===== src/rtl/condicionador_entrada_pkg.sv =====
// Shared definitions for the combination-lock input conditioning path.
// Latency: n/a (types and constants only).
// Backpressure: n/a.
package lock_pkg;

  // Debounce FSM states; all four encodings are assigned.
  typedef enum logic [1:0] {
    SOLTO          = 2'b00,
    CONFIRMA_PRESS = 2'b01,
    PRESSIONADO    = 2'b10,
    CONFIRMA_SOLTA = 2'b11
  } estado_t;

  // Largest digit the lock accepts.
  localparam int DIGITO_MAX = 9;

  // 10 ms at 50 MHz.
  localparam int DEBOUNCE_CICLOS_PADRAO = 500000;

  // True when a captured switch value is not a decimal digit.
  function automatic logic digito_fora(input logic [3:0] d);
    return d > 4'(DIGITO_MAX);
  endfunction

endpackage


===== src/rtl/condicionador_entrada_if.sv =====
// Raw key/switch inputs and conditioned outputs of the input stage.
// Latency: n/a (signal bundle).
// Backpressure: none; outputs are levels and a strobe.
interface condicionador_entrada_if;
  logic       insere_bruto;
  logic [4:1] numero_bruto;
  logic       insere_limpo;
  logic       insere_pulso;
  logic [4:1] numero;
  logic       digito_invalido;
  logic [2:0] contador_press;

  // master drives the raw inputs and observes the clean outputs
  modport master (
    output insere_bruto, numero_bruto,
    input  insere_limpo, insere_pulso, numero, digito_invalido, contador_press
  );

  // slave is the conditioning stage itself
  modport slave (
    input  insere_bruto, numero_bruto,
    output insere_limpo, insere_pulso, numero, digito_invalido, contador_press
  );
endinterface


===== src/rtl/condicionador_entrada_sincronizador_2ff.sv =====
// Two-flop synchroniser for asynchronous inputs, parameterised width/reset value.
// Latency: 2 clk cycles.
// Backpressure: none.
module sincronizador_2ff #(
  parameter int             LARG      = 1,
  parameter logic [LARG-1:0] VAL_RESET = '0
) (
  input  logic            clk,
  input  logic            reset,
  input  logic [LARG-1:0] d,
  output logic [LARG-1:0] q
);

  logic [LARG-1:0] meta;

  // First flop may go metastable; second gives it a full cycle to settle.
  always_ff @(posedge clk or negedge reset) begin
    if (!reset) begin
      meta <= VAL_RESET;
      q    <= VAL_RESET;
    end else begin
      meta <= d;
      q    <= meta;
    end
  end

endmodule


===== src/rtl/condicionador_entrada.sv =====
// Synchronises and debounces the key, captures the digit on each confirmed press.
// Latency: 2 sync cycles + DEBOUNCE_CICLOS (+1) from key edge to insere_limpo.
// Backpressure: none; insere_pulso is a one-cycle strobe that cannot be stalled.
module condicionador_entrada
  import lock_pkg::*;
#(
  parameter int DEBOUNCE_CICLOS = DEBOUNCE_CICLOS_PADRAO,
  parameter int CONT_LARG       = 20
) (
  input logic                    clk,
  input logic                    reset,
  condicionador_entrada_if.slave io
);

  localparam logic [CONT_LARG-1:0] CONT_FIM = CONT_LARG'(DEBOUNCE_CICLOS - 1);

  logic                 ins_s;
  logic [4:1]           num_s;
  estado_t              estado;
  logic [CONT_LARG-1:0] cont;

  // Key idles released (1), so its synchroniser resets to 1.
  sincronizador_2ff #(.LARG(1), .VAL_RESET(1'b1)) u_sinc_insere (
    .clk   (clk),
    .reset (reset),
    .d     (io.insere_bruto),
    .q     (ins_s)
  );

  sincronizador_2ff #(.LARG(4), .VAL_RESET(4'h0)) u_sinc_numero (
    .clk   (clk),
    .reset (reset),
    .d     (io.numero_bruto),
    .q     (num_s)
  );

  // Debounce FSM with registered outputs; the digit is sampled only when a press is confirmed.
  always_ff @(posedge clk or negedge reset) begin
    if (!reset) begin
      estado             <= SOLTO;
      cont               <= '0;
      io.insere_limpo    <= 1'b1;
      io.insere_pulso    <= 1'b0;
      io.numero          <= '0;
      io.digito_invalido <= 1'b0;
      io.contador_press  <= '0;
    end else begin
      io.insere_pulso <= 1'b0;
      case (estado)
        SOLTO: begin
          if (!ins_s) begin
            cont   <= '0;
            estado <= CONFIRMA_PRESS;
          end
        end
        CONFIRMA_PRESS: begin
          if (ins_s) begin
            estado <= SOLTO;
          end else if (cont == CONT_FIM) begin
            estado             <= PRESSIONADO;
            io.numero          <= num_s;
            io.digito_invalido <= digito_fora(num_s);
            io.insere_limpo    <= 1'b0;
            io.insere_pulso    <= 1'b1;
            if (io.contador_press != 3'd7)
              io.contador_press <= io.contador_press + 3'd1;
          end else begin
            cont <= cont + 1'b1;
          end
        end
        PRESSIONADO: begin
          if (ins_s) begin
            cont   <= '0;
            estado <= CONFIRMA_SOLTA;
          end
        end
        CONFIRMA_SOLTA: begin
          if (!ins_s) begin
            estado <= PRESSIONADO;
          end else if (cont == CONT_FIM) begin
            estado          <= SOLTO;
            io.insere_limpo <= 1'b1;
          end else begin
            cont <= cont + 1'b1;
          end
        end
        default: estado <= SOLTO;
      endcase
    end
  end

endmodule


===== src/flat_wrapper.sv =====
// flat-port wrapper written by rule: the top's interface ports become plain ports
module condicionador_entrada_flat import lock_pkg::*;
#(
  parameter int DEBOUNCE_CICLOS = DEBOUNCE_CICLOS_PADRAO,
  parameter int CONT_LARG       = 20
)
  (clk, reset, io_insere_bruto, io_numero_bruto, io_insere_limpo, io_insere_pulso, io_numero, io_digito_invalido, io_contador_press);
  condicionador_entrada_if io_i ();
  input logic clk;
  input logic reset;
  input wire logic [$bits(io_i.insere_bruto)-1:0] io_insere_bruto;
  input wire logic [$bits(io_i.numero_bruto)-1:0] io_numero_bruto;
  output wire logic [$bits(io_i.insere_limpo)-1:0] io_insere_limpo;
  output wire logic [$bits(io_i.insere_pulso)-1:0] io_insere_pulso;
  output wire logic [$bits(io_i.numero)-1:0] io_numero;
  output wire logic [$bits(io_i.digito_invalido)-1:0] io_digito_invalido;
  output wire logic [$bits(io_i.contador_press)-1:0] io_contador_press;
  assign io_i.insere_bruto = io_insere_bruto;
  assign io_i.numero_bruto = io_numero_bruto;
  assign io_insere_limpo = io_i.insere_limpo;
  assign io_insere_pulso = io_i.insere_pulso;
  assign io_numero = io_i.numero;
  assign io_digito_invalido = io_i.digito_invalido;
  assign io_contador_press = io_i.contador_press;
  condicionador_entrada #(.DEBOUNCE_CICLOS(DEBOUNCE_CICLOS), .CONT_LARG(CONT_LARG)) u_core (.clk(clk), .reset(reset), .io(io_i));
endmodule

===== config.mk =====
export PLATFORM = sky130hd
export DESIGN_NAME = condicionador_entrada_flat
export DESIGN_NICKNAME = d
export VERILOG_FILES = /design/src/rtl/condicionador_entrada_pkg.sv /design/src/rtl/condicionador_entrada_if.sv /design/src/rtl/condicionador_entrada_sincronizador_2ff.sv /design/src/rtl/condicionador_entrada.sv /design/src/flat_wrapper.sv
export SDC_FILE = /design/constraint.sdc
export NUM_CORES = 1
export LEC_CHECK = 0
export BUFFER_PORTS_ARGS = -buffer_cell sky130_fd_sc_hd__buf_2
export CELL_PAD_IN_SITES_DETAIL_PLACEMENT = 1
export CELL_PAD_IN_SITES_GLOBAL_PLACEMENT = 2
export CORE_MARGIN = 2
export CORE_UTILIZATION = 38
export CTS_CLUSTER_DIAMETER = 120
export DETAILED_ROUTE_END_ITERATION = 7
export PLACE_DENSITY_LB_ADDON = 0.05
export SKIP_LAST_GASP = 1
export SYNTH_ARGS = -nofsm -noshare
export SYNTH_HDL_FRONTEND = slang
export SYNTH_SLANG_ARGS = --single-unit
export TNS_END_PERCENT = 20

===== constraint.sdc =====
create_clock -name clk -period 2.1 [get_ports clk]
set_input_delay 0.42 -clock clk [delete_from_list [all_inputs] [get_ports clk]]
set_output_delay 0.42 -clock clk [all_outputs]
set_load 0.005 [all_outputs]

==> results of run 1 <==
==> logic make-up (layout without fill, tap and decap cells) <==
family / Yosys count / after routing
and+or+nand+nor: 70 / 70
DFF: 42 / 42
AOI/OAI and AO/OA: 37 / 37
buffers and inverters: 11 / 44
xor gates and xnor gates: 8 / 8
muxes: 7 / 7
adders and majority gates: 3 / 3
==> layer usage <==
metal | track usage | share of wire
met2 | 0.311 | 0.49
met3 | 0.0402 | 0.017
met1 | 0.251 | 0.49
met4 | 0.0456 | 0.0080
met5 | 0 | 0
==> per-stage QoR <==
| stage | total power [mW] | std cells | setup TNS (ns) | setup WS (ns) | hold WS (ns) |
|---|---|---|---|---|---|
| global route | 1.61 | 278 | -0.130 | -0.0665 | 0.103 |
| finish | 1.55 | 278 | 0 | 0.0990 | 0.0888 |
| floorplan | 0.890 | 178 | 0 | 0.244 | 0.124 |
| CTS | 1.57 | 278 | 0 | 0.0896 | 0.0921 |
| detailed placement | 0.941 | 270 | 0 | 0.112 | 0.338 |
| global placement | 0.936 | 270 | 0 | 0.157 | 0.334 |
==> report_power, final <==
part           switching [mW]  internal, mW
logic                  0.0520        0.0285
registers              0.0150         0.828
clock network           0.278         0.350
total                   0.345          1.21
==> final timing paths <==
check | start | endpoint | slack (ns) | cells past startpoint
worst min-delay path | reset | u_core.cont[13]$_DFFE_PN0P_ | 0.09 | 1
worst min register to register | u_core.u_sinc_numero.meta[2]$_DFF_PN0_ | u_core.u_sinc_numero.q[2]$_DFF_PN0_ | 0.35 | 0
worst max register to register | u_core.cont[7]$_DFFE_PN0P_ | u_core.io.numero[1]$_DFFE_PN0P_ | 0.1 | 5
min in group clk | io_insere_bruto | u_core.u_sinc_insere.meta$_DFF_PN1_ | 0.23 | 1
worst max-delay path | u_core.cont[7]$_DFFE_PN0P_ | u_core.io.numero[1]$_DFFE_PN0P_ | 0.1 | 5
max in group asynchronous | reset | u_core.u_sinc_insere.meta$_DFF_PN1_ | 1.43 | 2
==> critical path, cell delays in order (launching register included) <==
cell     delay [ns]
dfrtp_1        0.43
or4_1          0.56
nor4_2         0.19
and3_2         0.26
nand3_4        0.13
mux2_4         0.33
==> final cells by class <==
type | instances | area, um^2
fill | 537 | 2490
sequential | 42 | 1050
multi-input combinational | 125 | 823
timing repair buffer | 32 | 213
tap | 67 | 83.8
clock buffer | 5 | 68.8
clock inverter | 3 | 40.0
inverter | 4 | 15.0
==> cells in the mapped netlist, types with 3 or more instances <==
cell type / count / area (um^2)
nand2_1: 17 / 63.8
o311ai_0: 4 / 35.0
nand3_1: 11 / 55.1
ha_1: 3 / 37.5
clkbuf_1: 5 / 18.8
xor2_1: 7 / 61.3
dfstp_2: 3 / 78.8
o21ai_0: 16 / 80.1
inv_1: 4 / 15.0
nor2_1: 13 / 48.8
dfrtp_1: 39 / 976
mux2_4: 4 / 60.1
nor3_1: 5 / 25.0
a21oi_1: 4 / 20.0
nand4_1: 9 / 56.3
o31ai_1: 7 / 52.6
==> sequential cells by signal, summed over array words and instances (netlist names), named ones only <==
name                       count
u_core.cont                   20
u_core.io.numero               4
u_core.u_sinc_numero.meta      4
u_core.io.insere_limpo         1
u_core.u_sinc_insere.meta      1
u_core.io.contador_press       3
u_core.io.digito_invalido      1
u_core.io.insere_pulso         1
u_core.u_sinc_insere.q         1
u_core.u_sinc_numero.q         4
u_core.estado                  1
==> flow_summary_export.csv, run 1 <==
group,metric,value,unit
synth,synth_seq_area_share,0.550,
setup_path,critPathCaptureType,"flip-flop",
routing,route.detailed.drc,0,
power,powerDensity,675,nW/um^2
setup_path,worst-path-max-fanout,5,
synth,synth-xor-area-share,0.0365,
floorplan,die_h,75.1,um
synth,synthSimpleGateAreaFrac,0.203,
synth,synth_seq_cells,42,
synth,synth_ff_type,"dfrtp_1",
synth,synth_edf_count,0,
synth,synth_top_family_by_area,"simple AND/OR/NAND/NOR gates",
synth,syn_avg_cell_area,10.8,um^2
placement,io_buffers,16,
sta,max_freq,0.500,GHz
sta,rsz0062_at_grt,"true",
floorplan,coreArea,4790,um^2
final_layout,final_nets,220,
final_layout,antenna-diode-count,0,
final_layout,drive_gt1_frac,0.265,
synth,synthMuxAreaShare,0.0482,
grt,grt_pass1_wl,7900,um
grt,antenna_found_initial,0,
floorplan,die_area,5640,um^2
routing,drt_iter0_markers,55,
grt,grt_pass1_vias,1643,
synth,synth_cell_type_count,37,
setup_path,critPathLaunchType,"flip-flop",
cts,cts_made_buffers,5,
cts,cts_buffer_depth,2,
final_layout,fin_util,0.480,
cts,htree_num_levels,2,
worst_hold_path,hold_path.class,"in -> async",
synth,syn_area,1920,um^2
final_layout,area_growth,19.8,%
sta,finClkSkew,0.00817,ns
sta,fin_crit_sh,0.953,
synth,synth_nets,188,
final_layout,final_common_cell,"dfrtp_1",
routing,firstDrtPassIters,4,
setup_path,cp.arrival,2.18,ns
routing,vias,1502,
routing,ant_nets,0,
placement,dpl.hpwl,3590,um
placement,place_congestion,0.774,
run_status,run_status,"finished, final reports clean",
power,power.leakage,1.05,nW
grt,grt_max_degree,25,
cts,cts_resized,0,
floorplan,initial_core_util,0.401,
final_layout,finalInstanceArea,2300,um^2
placement,place_area,2190,um^2
floorplan,fp.dieW,75.1,um
synth,synth_compound_area_frac,0.121,
floorplan,pin_count,17,
cts,cts_hold_buf,0,
sta,relSlewSlack,0.659,
flow_run,maxCapViolCount,0,
cts,postCtsSetupRepairBufs,0,
power,ir_drop,0.493,mV
routing,avgRoutedWirePerCell,17.1,um
cts,cts.clk_slew.worst_paths,0.08,ns
grt,grt_overflow,0,
setup_path,critPathKind,"reg -> reg",
sta,period_minus_slack,2.00,ns
routing,vias_per_cell,5.40,
synth,synth-adder-area-share,0.0196,
routing,postRouteWirelength,4760,um
sta,finalSetupViolCount,0,
synth,yosysWarnings,0,
setup_path,cp.required,2.28,ns
cts,cts_root_buf,"clkbuf_8",
sta,worst_pin_slew,0.512,ns
cts,clock_latency,0.29,ns
cts,clock-sinks,42,
floorplan,num_rows,25,
synth,syn-instance-count,178,
sta,hold_viol_final,0,
synth,async_reset_ff_frac,1.00,
grt,groute.usage.overall,0.187,
final_layout,layout_common_cells,"39 x dfrtp_1, 17 x nand2_1, 16 x o21ai_0, 16 x buf_2, 15 x buf_4",
cts,cts_tree,"done",
sta,maxSlewViolCount,0,
No activity file was read; power rests on OpenSTA's default activity.
==> inputs of run 2 (changes only) <==
==> constraint.sdc (replaced) <==
create_clock -name clk -period 2.1 [get_ports clk]
set_input_delay 0 -clock clk [delete_from_list [all_inputs] [get_ports clk]]
set_output_delay 0 -clock clk [all_outputs]
set_load 0.005 [all_outputs]
==> run 2 against run 1 <==
Core utilization increased by 0.81 points. Clock skew decreased by 0.0015 ns. Critical endpoint is now u_core.io.contador_press[1]$_DFFE_PN0P_. Cell area increased by 1.7%. Sequential share of layout area decreased by 0.76 points. Count of clock-buffer cells in the layout increased by 1. Power increased by 0.73%. Die area unchanged. Critical path type unchanged. Sequential cell count unchanged. Largest cell class unchanged. Global-route usage decreased by 0.060 points. Via count increased by 2.0%.
==> flow_summary_export.csv, run 2 (synthesis results as in run 1) <==
group,metric,value,unit
run_status,run_status,"finished, final reports clean",
final_layout,drive_gt1_frac,0.245,
sta,maxSlewViolCount,0,
final_layout,regMostFlops,"u_core.cont",
placement,place_congestion,0.783,
sta,worst_pin_slew,0.943,ns
sta,rsz0062_at_grt,"true",
flow_run,maxCapViolCount,0,
routing,route.detailed.drc,0,
final_layout,fin_util,0.488,
cts,htree_num_levels,2,
setup_path,crit_family,"simple AND/OR/NAND/NOR gates",
grt,grt_pass1_vias,1619,
final_layout,largest_register_ffs,20,
cts,cts_root_buf,"clkbuf_8",
final_layout,finalInstanceArea,2340,um^2
setup_path,cp.required,2.28,ns
routing,ant_nets,0,
placement,dpl.hpwl,3560,um
setup_path,worst-path-max-fanout,5,
setup_path,cp.arrival,2.19,ns
grt,groute.usage.overall,0.187,
setup_path,cpPeakStageDelay,0.44,ns
sta,relSlewSlack,0.371,
power,powerDensity,669,nW/um^2
sta,period_minus_slack,2.01,ns
setup_path,cp_num_buf_inv,0,
grt,antenna_found_initial,0,
sta,fin_crit_sh,0.958,
cts,clock-sinks,42,
final_layout,layout_common_cells,"39 x dfrtp_1, 17 x nand2_1, 16 x o21ai_0, 16 x buf_2, 15 x buf_4",
final_layout,area_growth,21.8,%
power,power.leakage,1.06,nW
sta,finClkSkew,0.00672,ns
sta,fin_hold_ws,0.342,ns
sta,tns,0,ns
floorplan,num_rows,25,
setup_path,critPathCaptureType,"flip-flop",
cts,cts_resized,0,
floorplan,pin_count,17,
setup_path,crit_chain,"nor4b_1, nand4_1, nor4_2, mux2_2",
routing,avgRoutedWirePerCell,16.9,um
sta,hold_viol_final,0,
sta,finalSetupViolCount,0,
final_layout,final_nets,225,
placement,dp_cells,269,
placement,place_area,2170,um^2
floorplan,coreArea,4790,um^2
sta,fin_ws,0.0881,ns
grt,grt_overflow,0,
cts,cts_buffer_depth,2,
cts,clock_latency,0.29,ns
final_layout,final_common_cell,"dfrtp_1",
setup_path,cpMaxStageDelayCell,"nor4b_1",
sta,max_freq,0.497,GHz
power,p_total,1.56,mW
setup_path,critPathLaunchType,"flip-flop",
floorplan,initial_core_util,0.401,
routing,postRouteWirelength,4770,um
cts,cts_tree,"done",
final_layout,instances_no_fill,283,
routing,drt_iter0_markers,76,
worst_hold_path,hold_path.class,"in -> reg",
floorplan,fp.dieW,75.1,um
cts,cts_made_buffers,5,
grt,grt_max_degree,43,
routing,firstDrtPassIters,4,
cts,postCtsSetupRepairBufs,0,
floorplan,die_area,5640,um^2
setup_path,critPathKind,"reg -> reg",
routing,vias,1532,
floorplan,die_h,75.1,um
grt,grt_pass1_wl,7880,um
routing,vias_per_cell,5.41,
power,ir_drop,0.486,mV
placement,io_buffers,16,
cts,cts.clk_slew.worst_paths,0.08,ns
placement,pre_cts_slack,0.106,ns
final_layout,antenna-diode-count,0,
run 2: changes by cell type in the layout (fill, tap and decap cells not counted), sizes merged:
cell | previous run | this run
clkbuf | 5 | 6
clkinvlp | 0 | 1
clkinv | 2 | 0
dlygate4sd3 | 0 | 6
buf | 32 | 31
run 2: final timing paths:
path	from	endpoint	slack, ns	cells past startpoint
worst max-delay path	u_core.cont[8]$_DFFE_PN0P_	u_core.io.contador_press[1]$_DFFE_PN0P_	0.09	4
worst min-delay path	io_insere_bruto	u_core.u_sinc_insere.meta$_DFF_PN1_	0.34	2
worst max register to register	u_core.cont[8]$_DFFE_PN0P_	u_core.io.contador_press[1]$_DFFE_PN0P_	0.09	4
worst min register to register	u_core.u_sinc_numero.meta[0]$_DFF_PN0_	u_core.u_sinc_numero.q[0]$_DFF_PN0_	0.36	0
max in group asynchronous	reset	u_core.cont[3]$_DFFE_PN0P_	1.12	2
min in group asynchronous	reset	u_core.cont[9]$_DFFE_PN0P_	0.39	2
run 2: repair_timing:
action	4_1_cts	5_1_grt
setup endpoints to repair	0	1
hold endpoints to repair	44	0
hold buffers	6	0
run 2: power breakdown:
group          total [mW]  leakage (nW)  switching (mW)  internal [mW]
clock               0.635        0.0514           0.280          0.355
combinational      0.0848         0.457          0.0526         0.0322
sequential          0.843         0.553          0.0155          0.828
run 2: routing by layer:
| metal | vias to the layer above | GRT usage | share of wire |
|---|---|---|---|
| li1 | 729 | - | - |
| met1 | 778 | 0.245 | 0.47 |
| met2 | 21 | 0.308 | 0.50 |
| met3 | 4 | 0.0428 | 0.028 |
| met4 | 0 | 0.0575 | 0.0065 |
| met5 | - | 0 | 0 |
run 2: final cells by class:
type	instances	area, um^2
timing repair buffer	37	253
multi-input combinational	125	821
sequential	42	1050
clock buffer	6	72.6
tap	67	83.8
fill	547	2450
inverter	4	15.0
clock inverter	2	37.5
